$ cat config.mk
export PLATFORM = sky130hd
export DESIGN_NAME = traffic_sensor_conditioner
export DESIGN_NICKNAME = d
export VERILOG_FILES = /design/src/rtl/traffic_pkg.sv /design/src/rtl/sensor_channel.sv /design/src/rtl/traffic_sensor_conditioner.sv
export SDC_FILE = /design/constraint.sdc
export NUM_CORES = 1
export LEC_CHECK = 0
export CORE_MARGIN = 8
export CORE_UTILIZATION = 43
export DETAILED_ROUTE_END_ITERATION = 12
export PLACE_DENSITY_LB_ADDON = 0.25
export SLEW_MARGIN = 10
export SYNTH_ARGS = -nofsm -noshare
export SYNTH_HDL_FRONTEND = slang
export SYNTH_SLANG_ARGS = --single-unit
$ cat constraint.sdc
create_clock -name clock -period 2.24 [get_ports clock]
set_input_delay 0.224 -clock clock [delete_from_list [all_inputs] [get_ports clock]]
set_output_delay 0.224 -clock clock [all_outputs]
set_load 0.05 [all_outputs]
$ cat src/rtl/traffic_pkg.sv
// Shared types and default timing constants for the road-loop sensor conditioner.
package traffic_pkg;

   typedef enum logic [1:0] {
      SNS_IDLE,
      SNS_ARMING,
      SNS_PRESENT,
      SNS_HOLD
   } sns_state_t;

   localparam int DEFAULT_DEBOUNCE_CYCLES = 4;
   localparam int DEFAULT_HOLD_CYCLES     = 8;
   localparam int DEFAULT_CNT_W           = 8;

   function automatic int sns_max(input int a, input int b);
      return (a > b) ? a : b;
   endfunction

endpackage

$ cat src/rtl/sensor_channel.sv
// One loop-detector channel: 2-FF synchronizer, debounce/hold FSM, arrival pulse and,
// when SENSOR_COUNT_EN is defined, a saturating arrival counter.
module sensor_channel
   import traffic_pkg::*;
#(
   parameter int DEBOUNCE_CYCLES = DEFAULT_DEBOUNCE_CYCLES,
   parameter int HOLD_CYCLES     = DEFAULT_HOLD_CYCLES,
   parameter int CNT_W           = DEFAULT_CNT_W
) (
   input  logic             clock,
   input  logic             reset,
   input  logic             raw,
   input  logic             cnt_clr,
   output logic             present,
   output logic             arrival,
   output logic [CNT_W-1:0] count
);

   localparam int TW = $clog2(sns_max(DEBOUNCE_CYCLES, HOLD_CYCLES) + 1);
   localparam logic [TW-1:0] DEB_LAST  = TW'(DEBOUNCE_CYCLES - 1);
   localparam logic [TW-1:0] HOLD_LAST = TW'(HOLD_CYCLES - 1);

   logic          sync1_q, sync1_d;
   logic          sync2_q, sync2_d;
   sns_state_t    state_q, state_d;
   logic [TW-1:0] timer_q, timer_d;
   logic          arr_q, arr_d;

   always_comb begin
      sync1_d = raw;
      sync2_d = sync1_q;
      state_d = state_q;
      timer_d = timer_q;
      arr_d   = 1'b0;
      case (state_q)
         SNS_IDLE: begin
            if (sync2_q) begin
               state_d = SNS_ARMING;
               timer_d = '0;
            end
         end
         SNS_ARMING: begin
            if (!sync2_q) begin
               state_d = SNS_IDLE;
            end else if (timer_q == DEB_LAST) begin
               state_d = SNS_PRESENT;
               arr_d   = 1'b1;
            end else begin
               timer_d = timer_q + TW'(1);
            end
         end
         SNS_PRESENT: begin
            if (!sync2_q) begin
               state_d = SNS_HOLD;
               timer_d = '0;
            end
         end
         SNS_HOLD: begin
            // A re-press wins over hold expiry and is not a new arrival.
            if (sync2_q) begin
               state_d = SNS_PRESENT;
            end else if (timer_q == HOLD_LAST) begin
               state_d = SNS_IDLE;
            end else begin
               timer_d = timer_q + TW'(1);
            end
         end
         default: state_d = SNS_IDLE;
      endcase
   end

   always_ff @(posedge clock) begin
      if (reset) begin
         sync1_q <= 1'b0;
         sync2_q <= 1'b0;
         state_q <= SNS_IDLE;
         timer_q <= '0;
         arr_q   <= 1'b0;
      end else begin
         sync1_q <= sync1_d;
         sync2_q <= sync2_d;
         state_q <= state_d;
         timer_q <= timer_d;
         arr_q   <= arr_d;
      end
   end

   assign present = (state_q == SNS_PRESENT) || (state_q == SNS_HOLD);
   assign arrival = arr_q;

`ifdef SENSOR_COUNT_EN
   logic [CNT_W-1:0] cnt_q, cnt_d;

   // Counts the registered pulse; a clear in the same cycle keeps that arrival.
   always_comb begin
      cnt_d = cnt_q;
      if (cnt_clr) begin
         cnt_d = arr_q ? CNT_W'(1) : '0;
      end else if (arr_q && (cnt_q != {CNT_W{1'b1}})) begin
         cnt_d = cnt_q + CNT_W'(1);
      end
   end

   always_ff @(posedge clock) begin
      if (reset) begin
         cnt_q <= '0;
      end else begin
         cnt_q <= cnt_d;
      end
   end

   assign count = cnt_q;
`else
   logic unused_cnt_clr;
   assign unused_cnt_clr = cnt_clr;
   assign count          = '0;
`endif

endmodule

$ cat src/rtl/traffic_sensor_conditioner.sv
// Conditions the street A/B loop detectors into SA/SB presence and arrival signals.
// Arrival counters exist only when SENSOR_COUNT_EN is defined.
module traffic_sensor_conditioner
   import traffic_pkg::*;
#(
   parameter int DEBOUNCE_CYCLES = DEFAULT_DEBOUNCE_CYCLES,
   parameter int HOLD_CYCLES     = DEFAULT_HOLD_CYCLES,
   parameter int CNT_W           = DEFAULT_CNT_W
) (
   input  logic             clock,
   input  logic             reset,
   input  logic             raw_a,
   input  logic             raw_b,
   input  logic             cnt_clr,
   output logic             sa,
   output logic             sb,
   output logic             arr_a,
   output logic             arr_b,
   output logic [CNT_W-1:0] cnt_a,
   output logic [CNT_W-1:0] cnt_b
);

   sensor_channel #(
      .DEBOUNCE_CYCLES(DEBOUNCE_CYCLES),
      .HOLD_CYCLES    (HOLD_CYCLES),
      .CNT_W          (CNT_W)
   ) u_chan_a (
      .clock  (clock),
      .reset  (reset),
      .raw    (raw_a),
      .cnt_clr(cnt_clr),
      .present(sa),
      .arrival(arr_a),
      .count  (cnt_a)
   );

   sensor_channel #(
      .DEBOUNCE_CYCLES(DEBOUNCE_CYCLES),
      .HOLD_CYCLES    (HOLD_CYCLES),
      .CNT_W          (CNT_W)
   ) u_chan_b (
      .clock  (clock),
      .reset  (reset),
      .raw    (raw_b),
      .cnt_clr(cnt_clr),
      .present(sb),
      .arrival(arr_b),
      .count  (cnt_b)
   );

endmodule

# Word-level counts from Yosys, hierarchy flattened
# Cells that the tools add are included.
dict set report classes {
  addsub 2
  n_eq_ne 26
  muxes 30
  bitwise 4
  n_reduce_logical 10
}
# operator count
set op_table {}
lappend op_table {{2-to-1 mux 4 bit} 12}
lappend op_table {{one-hot mux 4 bit (4 select lines)} 2}
lappend op_table {{2-to-1 mux 2 bit} 12}
lappend op_table {{!= test 2 bit, second input constant} 8}
lappend op_table {{one-hot mux 2 bit (4 select lines)} 2}
lappend op_table {{AND reduction 6 bit} 2}
lappend op_table {{adder 4 x 1 -> 4 bit, second input constant} 2}
lappend op_table {{== test 2 bit, second input constant} 4}
lappend op_table {{== test 4 x 2 -> 1 bit, second input constant} 2}
lappend op_table {{== test 4 x 3 -> 1 bit, second input constant} 2}
lappend op_table {{!= test 2 x 1 -> 1 bit, second input constant} 4}
lappend op_table {{AND reduction 4 bit} 2}
lappend op_table {{!= test 3 x 1 -> 1 bit, second input constant} 2}
lappend op_table {{!= test 3 bit, second input constant} 2}
lappend op_table {{OR reduction 3 bit} 2}
lappend op_table {{== test 2 x 1 -> 1 bit, second input constant} 2}
lappend op_table {{zero test 2 bit} 2}
lappend op_table {{inverter 1 bit} 4}
lappend op_table {{logical OR 1 bit} 2}
lappend op_table {{2-to-1 mux 1 bit} 2}
dict set report totals {
  register_bits 18
  word_cells 82
}

# Logic depth before layout (Yosys ltp)
dict set report depth {
  depth_word 4
  ltp_mapped 5
}

# Modules after synthesis
# A second synthesis with hierarchy kept.
dict set report unflattened {
  cells_unflattened 112
  hier_area_um2 1003.5
}
# module n_inst cells_per_inst area_each_um2
set modules_own_cells {}
lappend modules_own_cells {sensor_channel 2 56 501.7}

# Worst setup path before layout
# OpenSTA, ideal clock, no wires.
dict set report synth_timing {
  path_kind {reg2reg}
  from {register u_chan_a.timer_q[0]}
  to {register u_chan_a.timer_q[3]}
  setup_time_ns 0.070
  t_arrival_ns 1.569
  setup_slack_ns 0.601
  stages_incl_launch_ff 6
  n_path_buf 0
  period_less_slack_ns 1.639
  cell_sequence {dfxtp_1 ha_1 and4bb_1 a2bb2oi_2 or4b_1 a21oi_1}
}
dict set report synth_via {
  elab_chain_len 4
  word_cells_on_any_way 11
  cone_classes {add/sub: 1; eq/ne: 4; mux: 5; reduce/logical: 1}
}
# item line_no
set synth_rtl {}
lappend synth_rtl {{from (decl)} sensor_channel.sv:26} ;# logic [TW-1:0] timer_q, timer_d;
lappend synth_rtl {{from (signal assigned)} sensor_channel.sv:83} ;# timer_q <= timer_d;
lappend synth_rtl {{adder 4 x 1 -> 4 bit} {sensor_channel.sv:49, sensor_channel.sv:65}}
lappend synth_rtl {{2-to-1 mux 4 bit (on tied branches)} {sensor_channel.sv:62, sensor_channel.sv:45}}
lappend synth_rtl {{2-to-1 mux 4 bit (on tied branches)} {sensor_channel.sv:60, sensor_channel.sv:43}}
lappend synth_rtl {{one-hot mux 4 bit (4 select lines)} sensor_channel.sv:35} ;# case (state_q)
# Several ways; a longest one is shown, not always the timed one. The select of a mux whose other input is x is not followed.
# A chain may end at the register's enable or synchronous reset.

==> flow_summary.toml <==
[sta]
rsz0062_at_grt = "false"
hold_violations = 0
setup_tns_ps = 0
setup_violations = 0
drv_slew = 0
max_freq_mhz = 547
finalClockSkew_ps = 9.55
period_share = 0.816
slew-limit-headroom = 0.581
hold_slack_ps = 466
tightest_slew_ps = 626
finalCriticalPeriod_ps = 1830

[layout]
drive_above_1_share = 0.0865
nets = 112
antenna_cells = 0
synthToLayoutAreaGrowth_pct = 6.36

[floorplan]
core.rowCount = 16
start_util = 0.456
core-area_um2 = 1940
die_height_um = 61.4
dieWidth_um = 61.4
io_pins = 25
dieArea_um2 = 3760

[grt]
grt_pass1_wl_um = 2170
first_global_vias = 494
grt_max_degree = 19
antenna_found_initial = 0
gr-total-overflow = 0
grt_usage = 0.0789

[yosys]
synth_cells = 98
synth.most_common_cell = "dfxtp_1"
seq_area_frac_synth = 0.407
synth.distinct_cells = 29
netlist_area_um2 = 885
ys_ff_latch = 18
synth_top_cell_area_share = 0.407
syn_avg_cell_area_um2 = 9.03
ys_async_sr_fraction = 0
synthTopCellsByCount = "dfxtp_1 (18), buf_4 (16), a21oi_1 (8), nand2_1 (8), nor2b_1 (6)"
synth-edff-count = 0
ys.flop_type = "dfxtp_1"
synth_largest_area_cell = "dfxtp_1"
synthTopCellsByArea = "dfxtp_1 (41%), buf_4 (14%), a21oi_1 (4.5%)"
yosys_warnings = 0

[placement]
hpwl_um = 1090
gp_congestion = 0.753
io_buffers = 7

[setup_path]
cp_slowest_cell = "clkdlybuf4s50_1"
crit-reg2reg-launch = "u_chan_a.timer_q[0]$_SDFFE_PP0P_"
crit_chain = "clkdlybuf4s50_1"
critPathMaxFanout = 6
max_stage_delay_ps = 850
cp_num_buf_inv = 1
critPathKind = "flop to output port"
r2r-end = "u_chan_a.timer_q[3]$_SDFFE_PP0P_"
crit_cells = 1
crit_required_ps = 2020
critPathCaptureType = "output port"
rrSetupSlack_ps = 480
arrival_ps = 1600
crit_path_start_kind = "flop"
cpLargestDelayFamily = "buffers and inverters"
crit_end = "sb"
r2r_cells = 5

[cts]
cts.sinks = 18
clk_latency_ps = 300
root_buffer = "clkbuf_4"
post_cts_resize_count = 0
clk_pin_slew_worst_paths_ps = 100
cts_setup_buffers = 0
cts_max_level = 1
cts_tree = "yes"
ctsHoldBuffers = 0
cts_made_buffers = 3
clock_path_buffers = 2

[detailed_routing]
via_per_inst = 4.60
drt_first_pass_iters = 4
via_count = 603
antenna_left = 0
wire_per_inst_um = 11.1
first_iter_violations = 10
drcViolationCount = 0
wl_um = 1460

[power_and_ir_drop]
p_per_area_nw_per_um2 = 643
swShare = 0.284
p_leak_nw = 0.364
ir_drop_uv = 346
p_int_mw = 0.434
pwr-share-clk = 0.328
p_comb_frac = 0.131
power_frac_seq = 0.542
switchingPower_mw = 0.172

[run]
cap_viol_max_count = 0

[worst_hold_path]
holdCritStartpoint = "raw_b"
hp-class = "input pin to flop"

[outcome]
status = "finished clean"
cells by family (layout without fill, tap and decap cells):
family                     count (synthesis)  in the layout  share of synthesized area
and+or+nand+nor                           36             36                      0.253
buffers and inverters                     21             12                      0.163
AOI/OAI and AO/OA                         18             18                      0.124
DFF                                       18             18                      0.407
adders and majority gates                  2              2                     0.0283
xor gates and xnor gates                   2              2                     0.0198
other                                      1             16                    0.00424
routing by layer:
metal,share of wire,GRT usage,vias to the layer above
met5,0,0,-
met4,0.013,0.0292,0
met3,0.056,0.0438,2
met2,0.49,0.133,9
met1,0.44,0.0802,276
li1,-,-,316
power groups by stage:
stage	logic [mW]	registers (mW)	clock network, mW
after floorplan	0.0930	0.334	0
after global placement	0.0777	0.335	0
after detailed placement	0.0781	0.335	0
after CTS	0.0782	0.328	0.206
after global routing	0.0834	0.329	0.217
final	0.0792	0.328	0.198
metrics by stage:
step | cells | total power, mW | setup slack (ps) | cell area [um2] | utilization
after global placement | 127 | 0.413 | 523 | 905 | 0.466
final | 131 | 0.605 | 412 | 941 | 0.485
after global routing | 131 | 0.629 | 364 | 941 | 0.485
after floorplan | 113 | 0.427 | 601 | 941 | -
after detailed placement | 127 | 0.413 | 508 | 905 | 0.466
after CTS | 131 | 0.612 | 399 | 941 | 0.485
layout by cell type (no fill, tap or decap), drive strengths merged, types with 2 or more instances in the layout:
cell / Yosys / final
nand3: 3 / 3
ha: 2 / 2
or3b: 2 / 2
clkbuf: 3 / 4
nand3b: 3 / 3
a21oi: 8 / 8
o21ai: 6 / 6
clkdlybuf4s50: 0 / 7
xor2: 2 / 2
nor2b: 6 / 6
conb: 1 / 16
or4b: 2 / 2
a31oi: 2 / 2
nand2: 8 / 8
nor2: 4 / 4
dfxtp: 18 / 18
worst min path at each step:
stage | endpoint | slack (ps) | cells after the start
final | u_chan_b.sync1_q$_SDFF_PP0_ | 470 | 2
after global routing | u_chan_a.sync1_q$_SDFF_PP0_ | 470 | 2
after CTS | u_chan_b.sync1_q$_SDFF_PP0_ | 460 | 2
after detailed placement | u_chan_a.sync2_q$_SDFF_PP0_ | 450 | 1
after global placement | u_chan_a.sync2_q$_SDFF_PP0_ | 420 | 1
after floorplan | u_chan_a.sync1_q$_SDFF_PP0_ | 350 | 1
cell type report:
| class | count | area (um2) |
|---|---|---|
| Clock buffer | 4 | 36.3 |
| Timing Repair Buffer | 7 | 70.1 |
| Inverter | 1 | 3.75 |
| Multi-Input combinational cell | 74 | 437 |
| Sequential cell | 18 | 360 |
| Tap cell | 27 | 33.8 |
| Fill cell | 205 | 1000 |
(Power assumes the default switching activity.)
==> edit 1: new RTL, config.mk and constraints unchanged <==
Re-encode `sns_state_t` (4 states) as one-hot, 4 bits wide.
--- a/src/rtl/traffic_pkg.sv
+++ b/src/rtl/traffic_pkg.sv
@@ -3,7 +3,7 @@
 
-   typedef enum logic [1:0] {
-      SNS_IDLE,
-      SNS_ARMING,
-      SNS_PRESENT,
-      SNS_HOLD
+   typedef enum logic [3:0] {
+      SNS_IDLE    = 4'b0001,
+      SNS_ARMING  = 4'b0010,
+      SNS_PRESENT = 4'b0100,
+      SNS_HOLD    = 4'b1000
    } sns_state_t;
Behaviour: no difference found for any inputs over 10 cycles, from zero or initial values and one cycle with reset high; not proved beyond that.
==> edit 1 against the original RTL <==
  * Wire length rose by 88%
  * Maximum frequency fell by 4.1%
  * Total power up 13%
  * Cell area rose by 55%
  * Largest power group unchanged
  * Worst setup slack worse by 0.077 ns
  * Synthesized area rose by 57%
  * Die area grew 41%
  * Count of clock-buffer cells in the layout fell by 1
  * Global-route usage is 2.9 points higher
  * Non-clock buffer count up 4
  * Sequential cell count rose by 4
  * Via count up 91%
  * Cell count up 65%
  * Sequential share of layout area fell by 8.1 points
==> edit 1: results (changes against the original RTL) <==
maximum vdd drop 0.0002116 V (was 0.0003463 V); Crit-path slowest cell or4b_1 (was clkdlybuf4s50_1); clock skew 0.008206 ns (was 0.009551 ns); Root Driver clkbuf_4 (unchanged); synth top area cells dfxtp_1 32%, buf_4 8.6%, nor2b_1 4.5% (was dfxtp_1 41%, buf_4 14%, a21oi_1 4.5%); pre-CTS setup slack 0.3643 ns (was 0.5081 ns); Lkg Pwr 0.5486 nW (was 0.3639 nW); nets 181 (was 112); Num CTS Buffers 3 (unchanged); layout cell share with drive strength beyond 1 9.302% (was 8.654%); GRT Total Usage 10.78% (was 7.895%); post-synthesis async set-or-reset flop share 0% (unchanged); clock tree buffer depth 2 (unchanged); sequential-to-total area share from yosys stat 31.68% (was 40.74%); EDFF count, synth 0 (unchanged); clk slew on worst S/H paths 0.12 ns (was 0.10 ns); Syn Area/Cell 8.177 um^2 (was 9.027 um^2); largest fanout on the critical path 5 (was 6); Post-CTS Setup Inserts 0 (unchanged); gpl congestion 0.8697 (was 0.7526); fillcell total 316 (was 205); number of distinct library cells after synthesis 49 (was 29); HP Class reg -> reg (was in -> reg); antenna cells 0 (unchanged); total grt overflow 0 (unchanged); largest net degree at the start of global routing 18 (was 19); synth warn 0 (unchanged); Synth Flop Type dfxtp_1 (unchanged); post-CTS resize count 0 (unchanged); # H-tree levels 1 (unchanged); worst path arrival time 2.13 ns (was 1.60 ns); vias per cell 5.343 (was 4.603); dpl cells 213 (was 127); worst slew pin tran 0.5696 ns (was 0.6263 ns); Post-DP HPWL 2081 um (was 1089 um); Sw Pwr 0.0002050 W (was 0.0001719 W); DRT Pass-1 Iters 4 (unchanged); share of the synthesized area in the top cell type 31.68% (was 40.74%); number of global-route vias before repair 1087 (was 494); Port Buffers 7 (unchanged); DR WL/cell 12.68 um (was 11.11 um); max incr delay on CP 0.44 ns (was 0.85 ns); top cells by instance count after synthesis 22 x dfxtp_1, 16 x buf_4, 10 x nand2_1, 10 x nor2b_1, 9 x a21oi_1 (was 18 x dfxtp_1, 16 x buf_4, 8 x a21oi_1, 8 x nand2_1, 6 x nor2b_1); clock latency on the worst-skew pair 0.30 ns (about the same); initial antenna violation count 0 (unchanged); first-pass GRT wire length 4705 um (was 2166 um); status complete, no violations (unchanged); final cell count without fillers 216 (was 131); Initial DRC Count 95 (was 10)
-- edit 1: worst max-delay path, delay by kind of cell (launching register included) --
| family | cells | cell delay (ns) |
|---|---|---|
| flops | 1 | 0.43 |
| compound gates | 2 | 0.50 |
| simple gates | 3 | 0.66 |
| fa+ha+maj | 1 | 0.23 |
-- edit 1: cell type report --
cell class,count,area share [%]
flip-flops and latches,22,30.21
well taps,44,3.777
repair buffers,11,7.210
multi-input cells,131,55.97
inverters,5,1.288
clock buffers,3,1.545
-- edit 1: metrics by stage --
| stage | cell area (um^2) | hold WS (ns) |
|---|---|---|
| finish | 1458 | 0.4479 |
| global route | 1458 | 0.4427 |
| CTS | 1453 | 0.4541 |
| detailed placement | 1430 | 0.4275 |
| global placement | 1430 | 0.4248 |
| floorplan | 1446 | 0.3522 |
-- edit 1: kinds of logic (layout without fill, tap and decap cells) --
logic type | count (synthesis) | after routing | share of synthesized area [%]
simple gates | 72 | 72 | 30.96
compound gates | 36 | 36 | 18.27
buf+inv | 32 | 19 | 13.68
flops | 22 | 22 | 31.68
xor+xnor | 3 | 3 | 1.891
fa+ha+maj | 2 | 2 | 1.800
mux | 2 | 2 | 1.440
other cells | 1 | 16 | 0.2698
-- edit 1: worst paths after layout --
path / start / end / slack (ns) / depth (start not counted)
hold reg to reg: u_chan_a.sync1_q / u_chan_a.sync2_q / 0.45 / 1
hold / removal: u_chan_a.sync1_q / u_chan_a.sync2_q / 0.45 / 1
setup reg to reg: u_chan_a.timer_q[0] / u_chan_a.timer_q[2] / 0.34 / 6
setup / recovery: u_chan_a.timer_q[0] / u_chan_a.timer_q[2] / 0.34 / 6
-- edit 1: layer usage --
layer,part of all wire [%],global-route usage (%),vias up
met5,0,0,-
met4,0.51,2.667,0
met3,5.6,2.885,2
met2,50,19.98,31
met1,44,11.68,538
li1,-,-,583
-- edit 1: power groups by stage --
stage	clock, W	combinational, W	sequential (W)
2_1_floorplan	0	0.000116	0.000408
3_3_place_gp	0	0.000103	0.000413
3_5_place_dp	0	0.000103	0.000414
4_1_cts	0.000185	0.000104	0.000405
5_1_grt	0.000201	0.000112	0.000407
6_report	0.000176	0.000105	0.000405
==> edit 2: new RTL, config.mk and constraints unchanged <==
Without the edit above. The option `SENSOR_COUNT_EN` is turned on by a define.
--- a/src/rtl/sensor_channel.sv
+++ b/src/rtl/sensor_channel.sv
@@ -2,2 +2,4 @@
 // when SENSOR_COUNT_EN is defined, a saturating arrival counter.
+`define SENSOR_COUNT_EN
+
 module sensor_channel
Check against the original RTL: not equivalent (Yosys sat finds a counterexample within 10 cycles, from zero or initial values and one cycle with reset high).
==> edit 2 against the original RTL <==
  * Wire length rose to 2.7 times the old value
  * Cell area up 130%
  * Total power increased by 93%
  * Worst setup slack worse by 0.028 ns
  * Cell count is 110% higher
  * Via count grew to 2.6 times the old value
  * Sequential cell count is 16 higher
  * Register-to-register slack improved by 0.25 ns
  * Synthesized area increased by 110%
  * First-iteration DRC count increased to 14 times the old value
  * Synthesized cell count grew 110%
  * Non-clock buffer count rose by 22
  * Worst hold slack worse by 0.031 ns
  * Maximum frequency is 1.5% lower
  * Largest power group unchanged
==> edit 2: results (changes against the original RTL) <==
# H-tree levels 2 (was 1); HP Class reg -> reg (was in -> reg); DR WL/cell 14.15 um (was 11.11 um); Rel. slew slack 66.32% (was 58.12%); Crit-path slowest cell clkdlybuf4s50_1 (unchanged); RR Endpoint u_chan_a.count[6] (was u_chan_a.timer_q[3]); top cells by instance count after synthesis 34 x dfxtp_1, 22 x nand2_1, 13 x a21oi_1 (was 18 x dfxtp_1, 16 x buf_4, 8 x a21oi_1, 8 x nand2_1, 6 x nor2b_1); Root Driver clkbuf_8 (was clkbuf_4); Critical Path End arr_b (was sb); layout cell share with drive strength beyond 1 8.072% (was 8.654%); Post-DP HPWL 2768 um (was 1089 um); post-synthesis async set-or-reset flop share 0% (unchanged); clk slew on worst S/H paths 0.06 ns (was 0.10 ns); dpl cells 266 (was 127); r2r setup slk 0.73 ns (was 0.48 ns); largest net degree at the start of global routing 11 (was 19); maximum vdd drop 0.0002921 V (was 0.0003463 V); Placed Area 0.002073 mm^2 (was 904.6 um^2); max incr delay on CP 0.86 ns; antenna cells 0 (unchanged); final WL 3864 um (was 1455 um); GRT Total Usage 12.53% (was 7.895%); Mapped Cells 201 (was 98); synth top area cells dfxtp_1 37%, nand2_1 4.5%, mux2i_1 3.8% (was dfxtp_1 41%, buf_4 14%, a21oi_1 4.5%); worst path arrival time 1.63 ns (was 1.60 ns); number of distinct library cells after synthesis 57 (was 29); Lkg Pwr 0.7432 nW (was 0.3639 nW); number of global-route vias before repair 1438 (was 494); Synth Flop Type dfxtp_1 (unchanged); largest fanout on the critical path 9 (was 6); Crit Reg-Reg Startpoint u_chan_a.count[0] (was u_chan_a.timer_q[0]); post-synthesis mux area share 3.833% (was 0%); fillcell total 397 (was 205); sequential-to-total area share from yosys stat 37.23% (was 40.74%); Initial DRC Count 143 (was 10); clock skew 0.004659 ns (was 0.009551 ns); FF-to-FF path depth 4 (was 5); Port Buffers 24 (was 7); xor-xnor portion of the synthesized cell area 3.217% (was 1.980%); vias per cell 5.744 (was 4.603); Synth Area in Compound Gates 20.47% (was 12.45%); Setup crit start u_chan_b.arrival; pre-CTS setup slack 0.5829 ns (was 0.5081 ns); first-pass GRT wire length 6513 um (was 2166 um); Num CTS Buffers 5 (was 3); Fmax 538.8 MHz (was 547.1 MHz); Power Density 542.8 mW/mm^2 (was 643.5 mW/mm^2); gpl congestion 0.8230 (was 0.7526); nets 232 (was 112); initial antenna violation count 0 (unchanged); status complete, no violations (unchanged); Adder-Cell Fraction of Synth Area 2.738% (was 2.829%)
==> edit 2: per-layer routing <==
layer,wire (um),vias up,share of wire (%),GRT usage (%)
li1,-,798,-,-
met1,1850,736,48,15.33
met2,1738,26,45,19.65
met3,190,8,4.9,3.201
met4,84,0,2.2,6.964
met5,0,-,0,0
==> edit 2: how the worst min path moves through the flow <==
stage / start / end / slack, ns / cells past startpoint
2_1_floorplan: raw_a / u_chan_a.sync1_q / 0.35 / 1
3_3_place_gp: u_chan_a.sync1_q / u_chan_a.sync2_q / 0.42 / 1
3_5_place_dp: u_chan_b.sync1_q / u_chan_b.sync2_q / 0.42 / 1
4_1_cts: u_chan_b.sync1_q / u_chan_b.sync2_q / 0.44 / 1
5_1_grt: u_chan_b.sync1_q / u_chan_b.sync2_q / 0.46 / 1
6_report: u_chan_b.sync1_q / u_chan_b.sync2_q / 0.43 / 1
==> edit 2: cells by family (layout without fill, tap and decap cells) <==
logic type               Yosys count  after routing
adder cells (fa/ha/maj)            4              4
AND/OR/NAND/NOR                   79             79
AO/OA/AOI/OAI                     52             52
flip-flops                        34             34
buffers and inverters             20             42
multiplexers                       7              7
XOR/XNOR                           5              5
==> edit 2: where the power goes <==
part | internal, W | switching (W) | total, W
Sequential | 0.000615 | 0.0000118 | 0.000627
Clock | 0.000214 | 0.000216 | 0.000430
Combinational | 0.0000457 | 0.0000643 | 0.000110
Total | 0.000874 | 0.000292 | 0.00117
==> edit 2: layout make-up <==
| cell class | instances | area share [%] |
|---|---|---|
| Timing Repair Buffer | 29 | 12.92 |
| Sequential cell | 34 | 31.66 |
| Multi-Input combinational cell | 147 | 47.90 |
| Inverter | 6 | 1.048 |
| Clock buffer | 7 | 3.551 |
| Tap cell | 50 | 2.910 |
